===== config.mk =====
export PLATFORM = sky130hd
export DESIGN_NAME = intr_ctrl_flat
export DESIGN_NICKNAME = d
export VERILOG_FILES = /design/src/rtl/intr_ctrl_pkg.sv /design/src/rtl/intr_ctrl_if.sv /design/src/rtl/intr_prio_arbiter.sv /design/src/rtl/intr_ctrl.sv /design/src/flat_wrapper.sv
export SDC_FILE = /design/constraint.sdc
export NUM_CORES = 1
export LEC_CHECK = 0
export ABC_AREA = 1
export CORE_MARGIN = 3
export CORE_UTILIZATION = 45
export CTS_CLUSTER_SIZE = 25
export DETAILED_ROUTE_END_ITERATION = 8
export PLACE_DENSITY = 0.61
export SLEW_MARGIN = 20
export SYNTH_ARGS = -nofsm -noshare
export SYNTH_HDL_FRONTEND = slang
export SYNTH_SLANG_ARGS = --single-unit

===== constraint.sdc =====
create_clock -name pclk_i -period 18.5 [get_ports pclk_i]
set_input_delay 5.55 -clock pclk_i [delete_from_list [all_inputs] [get_ports pclk_i]]
set_output_delay 5.55 -clock pclk_i [all_outputs]
set_load 0.01 [all_outputs]

===== src/rtl/intr_ctrl_pkg.sv =====
// Shared types and sizes for the interrupt controller.
//  NUM_SRC  number of level-sensitive interrupt sources (one register each)
//  ADDR_W   register index width; NUM_SRC == 2**ADDR_W
//  PRIO_W   priority width; a larger value means a higher priority
package intr_ctrl_pkg;

  localparam int NUM_SRC = 16;
  localparam int ADDR_W  = 4;
  localparam int PRIO_W  = 4;

  typedef logic [PRIO_W-1:0] prio_t;
  typedef logic [ADDR_W-1:0] src_id_t;

  typedef enum logic [1:0] {
    S_IDLE,   // waiting for any active source
    S_VALID,  // presenting a latched id to the CPU
    S_GAP     // one cycle for the serviced source to drop its request
  } intr_state_e;

endpackage


===== src/rtl/intr_ctrl_if.sv =====
// Register bus plus CPU interrupt handshake for intr_ctrl.
//  Bus:       paddr_i, pwdata_i, pwrite_i, penable_i (master -> slave)
//             prdata_o, pready_o                     (slave -> master)
//  Interrupt: intr_active_i, intr_serviced_i         (system/CPU -> slave)
//             intr_to_service_o, intr_valid_o        (slave -> CPU)
// Signal names keep the controller's point of view, so _i means "into intr_ctrl".
interface intr_ctrl_if;
  import intr_ctrl_pkg::*;

  src_id_t              paddr_i;
  prio_t                pwdata_i;
  prio_t                prdata_o;
  logic                 penable_i;
  logic                 pwrite_i;
  logic                 pready_o;
  logic [NUM_SRC-1:0]   intr_active_i;
  src_id_t              intr_to_service_o;
  logic                 intr_valid_o;
  logic                 intr_serviced_i;

  modport slave (
    input  paddr_i, pwdata_i, penable_i, pwrite_i, intr_active_i, intr_serviced_i,
    output prdata_o, pready_o, intr_to_service_o, intr_valid_o
  );

  modport master (
    output paddr_i, pwdata_i, penable_i, pwrite_i, intr_active_i, intr_serviced_i,
    input  prdata_o, pready_o, intr_to_service_o, intr_valid_o
  );

endinterface


===== src/rtl/intr_prio_arbiter.sv =====
// Combinational priority arbiter.
//  prio          per-source priority values
//  intr_active_i level request per source
//  winner        id of the active source with the highest priority (lowest index on ties)
//  any_active    at least one request is active
module intr_prio_arbiter
  import intr_ctrl_pkg::*;
(
  input  prio_t              prio [NUM_SRC],
  input  logic [NUM_SRC-1:0] intr_active_i,
  output src_id_t            winner,
  output logic               any_active
);

  prio_t best_prio;
  logic  found;

  // NOTE: blocking assignments here build a chain of compares; every variable
  // gets a default first so no latch is inferred.
  always_comb begin
    winner    = '0;
    best_prio = '0;
    found     = 1'b0;
    // Strict '>' keeps the earlier (lower) index when priorities are equal.
    for (int i = 0; i < NUM_SRC; i++) begin
      if (intr_active_i[i] && (!found || prio[i] > best_prio)) begin
        found     = 1'b1;
        best_prio = prio[i];
        winner    = src_id_t'(i);
      end
    end
  end

  assign any_active = |intr_active_i;

endmodule


===== src/rtl/intr_ctrl.sv =====
// Register-bus responder and priority interrupt controller.
//  pclk_i  single clock, all logic on the rising edge
//  prst_i  asynchronous active-high reset
//  bus     intr_ctrl_if.slave: priority register window (one register per
//          source, one wait state per transfer) and the CPU valid/serviced
//          interrupt handshake.
// The register bus and the interrupt FSM run independently of each other.
module intr_ctrl
  import intr_ctrl_pkg::*;
(
  input  logic         pclk_i,
  input  logic         prst_i,
  intr_ctrl_if.slave   bus
);

  prio_t       prio_q [NUM_SRC];
  logic        pready_q;
  prio_t       prdata_q;
  intr_state_e state_q;
  src_id_t     intr_id_q;
  logic        intr_valid_q;

  src_id_t     winner;
  logic        any_active;

  // Access phase that is still waiting for its single wait state to elapse.
  logic        bus_start;
  // Access phase that completes on this edge.
  logic        bus_done;

  assign bus_start = bus.penable_i & ~pready_q;
  assign bus_done  = bus.penable_i &  pready_q;

  // NOTE: sequential state uses non-blocking assignments so every register
  // samples the pre-edge values, independent of statement order.
  // NOTE: the priority registers are reset, because arbitration right after
  // reset must see all priorities as 0.
  always_ff @(posedge pclk_i or posedge prst_i) begin
    if (prst_i) begin
      for (int i = 0; i < NUM_SRC; i++) prio_q[i] <= '0;
      pready_q <= 1'b0;
      prdata_q <= '0;
    end else begin
      // Toggling form gives exactly one wait state, and one transfer per two
      // cycles if penable_i is held high back to back.
      pready_q <= bus_start;
      if (bus_start && !bus.pwrite_i) prdata_q <= prio_q[bus.paddr_i];
      if (bus_done && bus.pwrite_i)   prio_q[bus.paddr_i] <= bus.pwdata_i;
    end
  end

  intr_prio_arbiter u_arbiter (
    .prio          (prio_q),
    .intr_active_i (bus.intr_active_i),
    .winner        (winner),
    .any_active    (any_active)
  );

  // The presented id is latched at arbitration, so source deassertion and
  // priority writes while in S_VALID cannot disturb it.
  always_ff @(posedge pclk_i or posedge prst_i) begin
    if (prst_i) begin
      state_q      <= S_IDLE;
      intr_id_q    <= '0;
      intr_valid_q <= 1'b0;
    end else begin
      case (state_q)
        S_IDLE: begin
          if (any_active) begin
            intr_id_q    <= winner;
            intr_valid_q <= 1'b1;
            state_q      <= S_VALID;
          end
        end
        S_VALID: begin
          if (bus.intr_serviced_i) begin
            intr_valid_q <= 1'b0;
            state_q      <= S_GAP;
          end
        end
        S_GAP:   state_q <= S_IDLE;
        default: state_q <= S_IDLE;
      endcase
    end
  end

  assign bus.pready_o          = pready_q;
  assign bus.prdata_o          = prdata_q;
  assign bus.intr_to_service_o = intr_id_q;
  assign bus.intr_valid_o      = intr_valid_q;

endmodule


===== src/flat_wrapper.sv =====
// flat-port wrapper written by rule: the top's interface ports become plain ports
module intr_ctrl_flat import intr_ctrl_pkg::*;
  (pclk_i, prst_i, bus_paddr_i, bus_pwdata_i, bus_penable_i, bus_pwrite_i, bus_intr_active_i, bus_intr_serviced_i, bus_prdata_o, bus_pready_o, bus_intr_to_service_o, bus_intr_valid_o);
  intr_ctrl_if bus_i ();
  input  logic pclk_i;
  input  logic prst_i;
  input wire logic [$bits(bus_i.paddr_i)-1:0] bus_paddr_i;
  input wire logic [$bits(bus_i.pwdata_i)-1:0] bus_pwdata_i;
  input wire logic [$bits(bus_i.penable_i)-1:0] bus_penable_i;
  input wire logic [$bits(bus_i.pwrite_i)-1:0] bus_pwrite_i;
  input wire logic [$bits(bus_i.intr_active_i)-1:0] bus_intr_active_i;
  input wire logic [$bits(bus_i.intr_serviced_i)-1:0] bus_intr_serviced_i;
  output wire logic [$bits(bus_i.prdata_o)-1:0] bus_prdata_o;
  output wire logic [$bits(bus_i.pready_o)-1:0] bus_pready_o;
  output wire logic [$bits(bus_i.intr_to_service_o)-1:0] bus_intr_to_service_o;
  output wire logic [$bits(bus_i.intr_valid_o)-1:0] bus_intr_valid_o;
  assign bus_i.paddr_i = bus_paddr_i;
  assign bus_i.pwdata_i = bus_pwdata_i;
  assign bus_i.penable_i = bus_penable_i;
  assign bus_i.pwrite_i = bus_pwrite_i;
  assign bus_i.intr_active_i = bus_intr_active_i;
  assign bus_i.intr_serviced_i = bus_intr_serviced_i;
  assign bus_prdata_o = bus_i.prdata_o;
  assign bus_pready_o = bus_i.pready_o;
  assign bus_intr_to_service_o = bus_i.intr_to_service_o;
  assign bus_intr_valid_o = bus_i.intr_valid_o;
  intr_ctrl u_core (.pclk_i(pclk_i), .prst_i(prst_i), .bus(bus_i));
endmodule

# Yosys cells after proc, flatten, opt, wreduce, memory -nomap -nowiden
# Index checks and enable logic that the tools add are counted.
# Widths: inputs -> output; s select.
# totals
wordCells,157
inputBits,29
out_inout_bits,10
regBits,76
# classes
n_bitwise,4
eq_ne,3
order_cmp,17
reduce_logical,55
mux,57
# ops
operator,count
$mux 4,32
$bwmux 64,1
$gt 4x4->1,15
$logic_and 1x1->1,18
$mux 1,18
$bmux 4 s4,1
$demux 4 s4,1
$logic_not 1->1,16
$reduce_or 16->1,1
$logic_or 1x1->1,15
$ge 5x5->1 const B,1
$lt 5x1->1 const B,1
$not 4->5,1
$mux 2,2
$pmux 2 s2,1
$reduce_and 2->1,2
$reduce_and 3->1,1
$and 1x1->1,2
$eq 2x1->1 const B,1
$logic_not 2->1,1
$ne 2x1->1 const B,1
$ne 2x2->1 const B,1
$pmux 1 s2,1
$reduce_bool 2->1,1
$not 1->1,1

# Logic depth before layout (Yosys ltp)
# depth
ltp_word,61
ltp_mapped,160
ltp_nobuf,155

# Hierarchy
# From an unflattened synthesis, not the netlist that was laid out.
# unflattened
cells_unflattened,948
hier_area_um2,6233.5
# by_module_without_submodules
module,area_each_um2,instances,cells_each,seq_area_each_um2
intr_ctrl,3467.1,1,451,1901.8
intr_prio_arbiter,2766.4,1,497,0.0

# Least setup slack after synthesis
# No wires, ideal clock.
# synth_path
path_kind,input-to-reg
from,input port bus_intr_active_i[0]
to,register u_core.intr_id_q[3] (netlist: u_core.bus.intr_to_service_o[3])
path_stages,152
n_path_buf,5
setup_ps,117
setup_slack_ps,-2246
t_required_ps,18383
t_arrival_ps,20629
path_cell_list,nand2_1 ha_1 nand2_1 inv_2 nand2_1 nand2_1 nand2_1 nand2_1 nand2_1 o21ai_0 ha_1 inv_1 nor2_1 o21ai_1 nand2_1 nand2_1 nand2_1 nand2_1 [... 116 more ...] o21ai_0 a32oi_1 o21ai_1 nand3_1 o21ai_1 ha_1 inv_1 nor2_1 o21bai_1 nand2_1 o21ai_0 nand2_1 nand2_1 nand2_1 nor3_1 nand3_1 o21ai_1 inv_2
# synth_via
elab_chain_cells,61
word_cells_on_any_way,105
cone_classes,order compare (15); mux (43); reduce/logical (47)
# synth_rtl
item,line_no,text
start: declaration,flat_wrapper.sv:11,input wire logic [$bits(bus_i.intr_active_i)-1:0] bus_intr_active_i;
$mux 4 / $mux 1 (equally long branches),intr_prio_arbiter.sv:26,if (intr_active_i[i] && (!found || prio[i] > best_prio)) begin
$gt 4x4->1 / $logic_not 1->1 (equally long branches),intr_prio_arbiter.sv:26,
$logic_or 1x1->1,intr_prio_arbiter.sv:26,
$logic_and 1x1->1,intr_prio_arbiter.sv:26,
$mux 4 / $mux 1 (equally long branches),intr_prio_arbiter.sv:26,
$gt 4x4->1 / $logic_not 1->1 (equally long branches),intr_prio_arbiter.sv:26,
$logic_or 1x1->1,intr_prio_arbiter.sv:26,
$logic_and 1x1->1,intr_prio_arbiter.sv:26,
[... 45 more ...],-,
$gt 4x4->1 / $logic_not 1->1 (equally long branches),intr_prio_arbiter.sv:26,
$logic_or 1x1->1,intr_prio_arbiter.sv:26,
$logic_and 1x1->1,intr_prio_arbiter.sv:26,
$mux 4 / $mux 1 (equally long branches),intr_prio_arbiter.sv:26,
$gt 4x4->1 / $logic_not 1->1 (equally long branches),intr_prio_arbiter.sv:26,
$logic_or 1x1->1,intr_prio_arbiter.sv:26,
$logic_and 1x1->1,intr_prio_arbiter.sv:26,
$mux 4,intr_prio_arbiter.sv:26,
end signal: assignment,intr_ctrl.sv:70,intr_id_q <= winner;
end: declaration,intr_ctrl.sv:20,src_id_t intr_id_q;
# Parallel ways exist; a longest one is shown, timed or not.
# A chain may end at the register's enable or synchronous reset.

# Worst setup path in the final report
# Ends and elaborated chain as after synthesis.

==> metrics.cfg <==
[worst_setup_path]
required_ps = 18730
critPathLaunchType = input port
cp_slowest_stage_delay_ps = 310
crit_path_start = bus_intr_active_i[0]
path_class = in -> reg
reg2reg_from = u_core.prio_q[61]
cp_common_cell = nand2_2
cp_max_fo = 8
endpoint_kind = flop
worstPathArrival_ps = 21090
slowest_stage = ha_1

[floorplanning]
fp.dieH_um = 120
die_w_um = 120
num_io_pins = 39
start_util_pct = 46.3
rows = 41
coreArea_um2 = 12700
die_area_um2 = 14500

[worst_hold_path]
hold_path.class = reg -> reg
min_from = u_core.bus.pready_o

[finish]
layout-drive-gt1-share_pct = 30.6
fin_nets = 1068
diodes = 0
mostFrequentLayoutCells = 197 x nand2_1, 120 x buf_4, 92 x inv_1, 76 x dfrtp_1, 74 x o21ai_0
final_common_cell = nand2_1
nFillCells = 1132
stdcell_count = 1164
area_growth_pct = 40.7

[yosys]
synth.distinct_cells = 39
syn-cell-area_um2 = 5890
avgSynthCellArea_um2 = 7.12
yosysTopAreaCell = dfrtp_1
synth_nets = 909
yosys_warnings = 0
synth_seq_cells = 76
yosys-top-cells-area = dfrtp_1 32%, nand2_1 15%, ha_1 11%
syn_inst = 828
synth_top_area_share_pct = 32.3
seq_area_frac_synth_pct = 32.3

[grt]
grt_pass1_wl_um = 28400
use_met1_pct = 31.4
grt.met3_usage_pct = 2.06
grt_overflow_total = 0
first_global_vias = 6017
track_usage_pct = 23.8
busiest_layer = met2
antenna_found_initial = 0
gr-usage-met2_pct = 42.0
grt_max_degree = 77

[run_status]
status = finished, violations left
failed_checks = setup timing

[clocking]
cts_tree = done
clkTransAtPathRegs_ps = 60
clkSinkCount = 76
htreeDepth = 3
clk_latency_ps = 330
cts_inserted_buffers = 9
cts.path.max_buffers = 2
cts_root_buffer = clkbuf_16

[detailed_routing]
drtIter0Drc = 377
wl_per_cell_um = 15.1
routed_via_density = 5.36
drtAntennaViolNets = 0
drc = 0
via_count = 6243
wl_um = 17500
firstDrtPassIters = 7

[sta]
finalCritPeriodShare_pct = 113
maxSlewViolCount = 0
rsz0062_at_grt = true
clock_skew_ps = 9.59
fin_setup_tns_ps = -8910
max_freq_ghz = 0.0479
relSlewSlack_pct = 35.9
finalSetupViolCount = 4
hold_viol = 0
fin_ws_ps = -2360
fin_crit_ps = 20860
worst_pin_slew_ps = 962

[placed_design]
post-place-ws_ps = -3650
dp.cells = 1116
io_buffers = 38
gp_congestion = 0.852
hpwlAfterDp_um = 12700

[job]
cap_viol_max_count = 0

critical path, delay by kind of cell:
family	cells	cell delay [ps]
AOI/OAI and AO/OA	33	3630
buffers and inverters	19	1060
and+or+nand+nor	81	6690
adders and majority gates	15	4170
area by class of cell:
cell class / count / area (µm²) / share of cell area (%)
timing repair buffer: 161 / 1330 / 16.0
clock buffer: 10 / 239 / 2.88
tap: 172 / 215 / 2.60
multi-input combinational: 626 / 4110 / 49.6
clock inverter: 6 / 68.8 / 0.830
sequential: 76 / 1900 / 22.9
inverter: 113 / 427 / 5.15
per-layer routing:
layer / vias up / wire length, µm
met5: - / 0
met4: 0 / 317
met3: 32 / 504
met2: 139 / 8880
met1: 2958 / 7840
li1: 3114 / -
flip-flops by register name, indices dropped and copies added (netlist names):
| register | cells |
|---|---|
| u_core.bus.prdata_o | 4 |
| u_core.state_q | 2 |
| u_core.bus.pready_o | 1 |
| u_core.prio_q | 64 |
| u_core.bus.intr_valid_o | 1 |
| u_core.bus.intr_to_service_o | 4 |
synth_stat cells:
master	number
a21boi_0	1
a21bo_2	1
and2_1	6
a22oi_1	26
nor2_1	24
dfrtp_1	76
a221oi_1	1
or2_1	1
o21bai_1	10
a21oi_1	20
a31oi_1	1
a2bb2oi_1	3
or2_4	1
or3_2	1
ha_1	52
buf_4	1
clkbuf_1	8
nand2_4	6
o21ai_0	103
nand4_1	17
o221ai_1	6
nand3_2	1
buf_1	2
nor3_1	5
nand2_2	24
buf_6	4
o21a_1	3
a211oi_1	3
inv_1	104
nand3b_1	1
nand3_1	59
inv_2	9
o21ai_2	1
o21ai_1	10
a32oi_1	1
a21oi_2	1
nand2_1	230
nor2_2	1
or2_2	4
cells by family (layout without fill, tap and decap cells):
kind of cell / after synthesis / in the layout / share of synthesized area [%]
AND/OR/NAND/NOR: 381 / 383 / 29.0
adder cells (fa/ha/maj): 52 / 52 / 11.0
AO/OA/AOI/OAI: 191 / 191 / 19.0
buffers and inverters: 128 / 290 / 8.73
flip-flops: 76 / 76 / 32.3
final timing paths:
check / slack (ps) / depth (start not counted) / end
max in group asynchronous: 12040 / 3 / u_core.prio_q[23]
min reg2reg: 490 / 1 / u_core.bus.pready_o
min: 490 / 1 / u_core.bus.pready_o
min in group asynchronous: 5820 / 3 / u_core.prio_q[59]
max: -2360 / 148 / u_core.bus.intr_to_service_o[3]
max reg2reg: 2480 / 147 / u_core.bus.intr_to_service_o[3]
per-stage QoR:
step	util [%]	instance area (µm²)	hold WS (ps)
floorplan	-	6000	453
global placement	56.6	7200	459
detailed placement	56.6	7200	473
CTS	61.3	7800	483
global route	65.1	8290	516
finish	65.1	8290	486
repair_timing:
| item | CTS | global route |
|---|---|---|
| setup buffers | 15 | 16 |
| pin swaps | 40 | 74 |
| hold buffers | 0 | 0 |
| cloned | 1 | 1 |
| setup endpoints to repair | 4 | 4 |
| resized for setup | 45 | 88 |
Power is not shown: default switching activity piles up to over one toggle a cycle in this logic, so the estimate is an artifact.
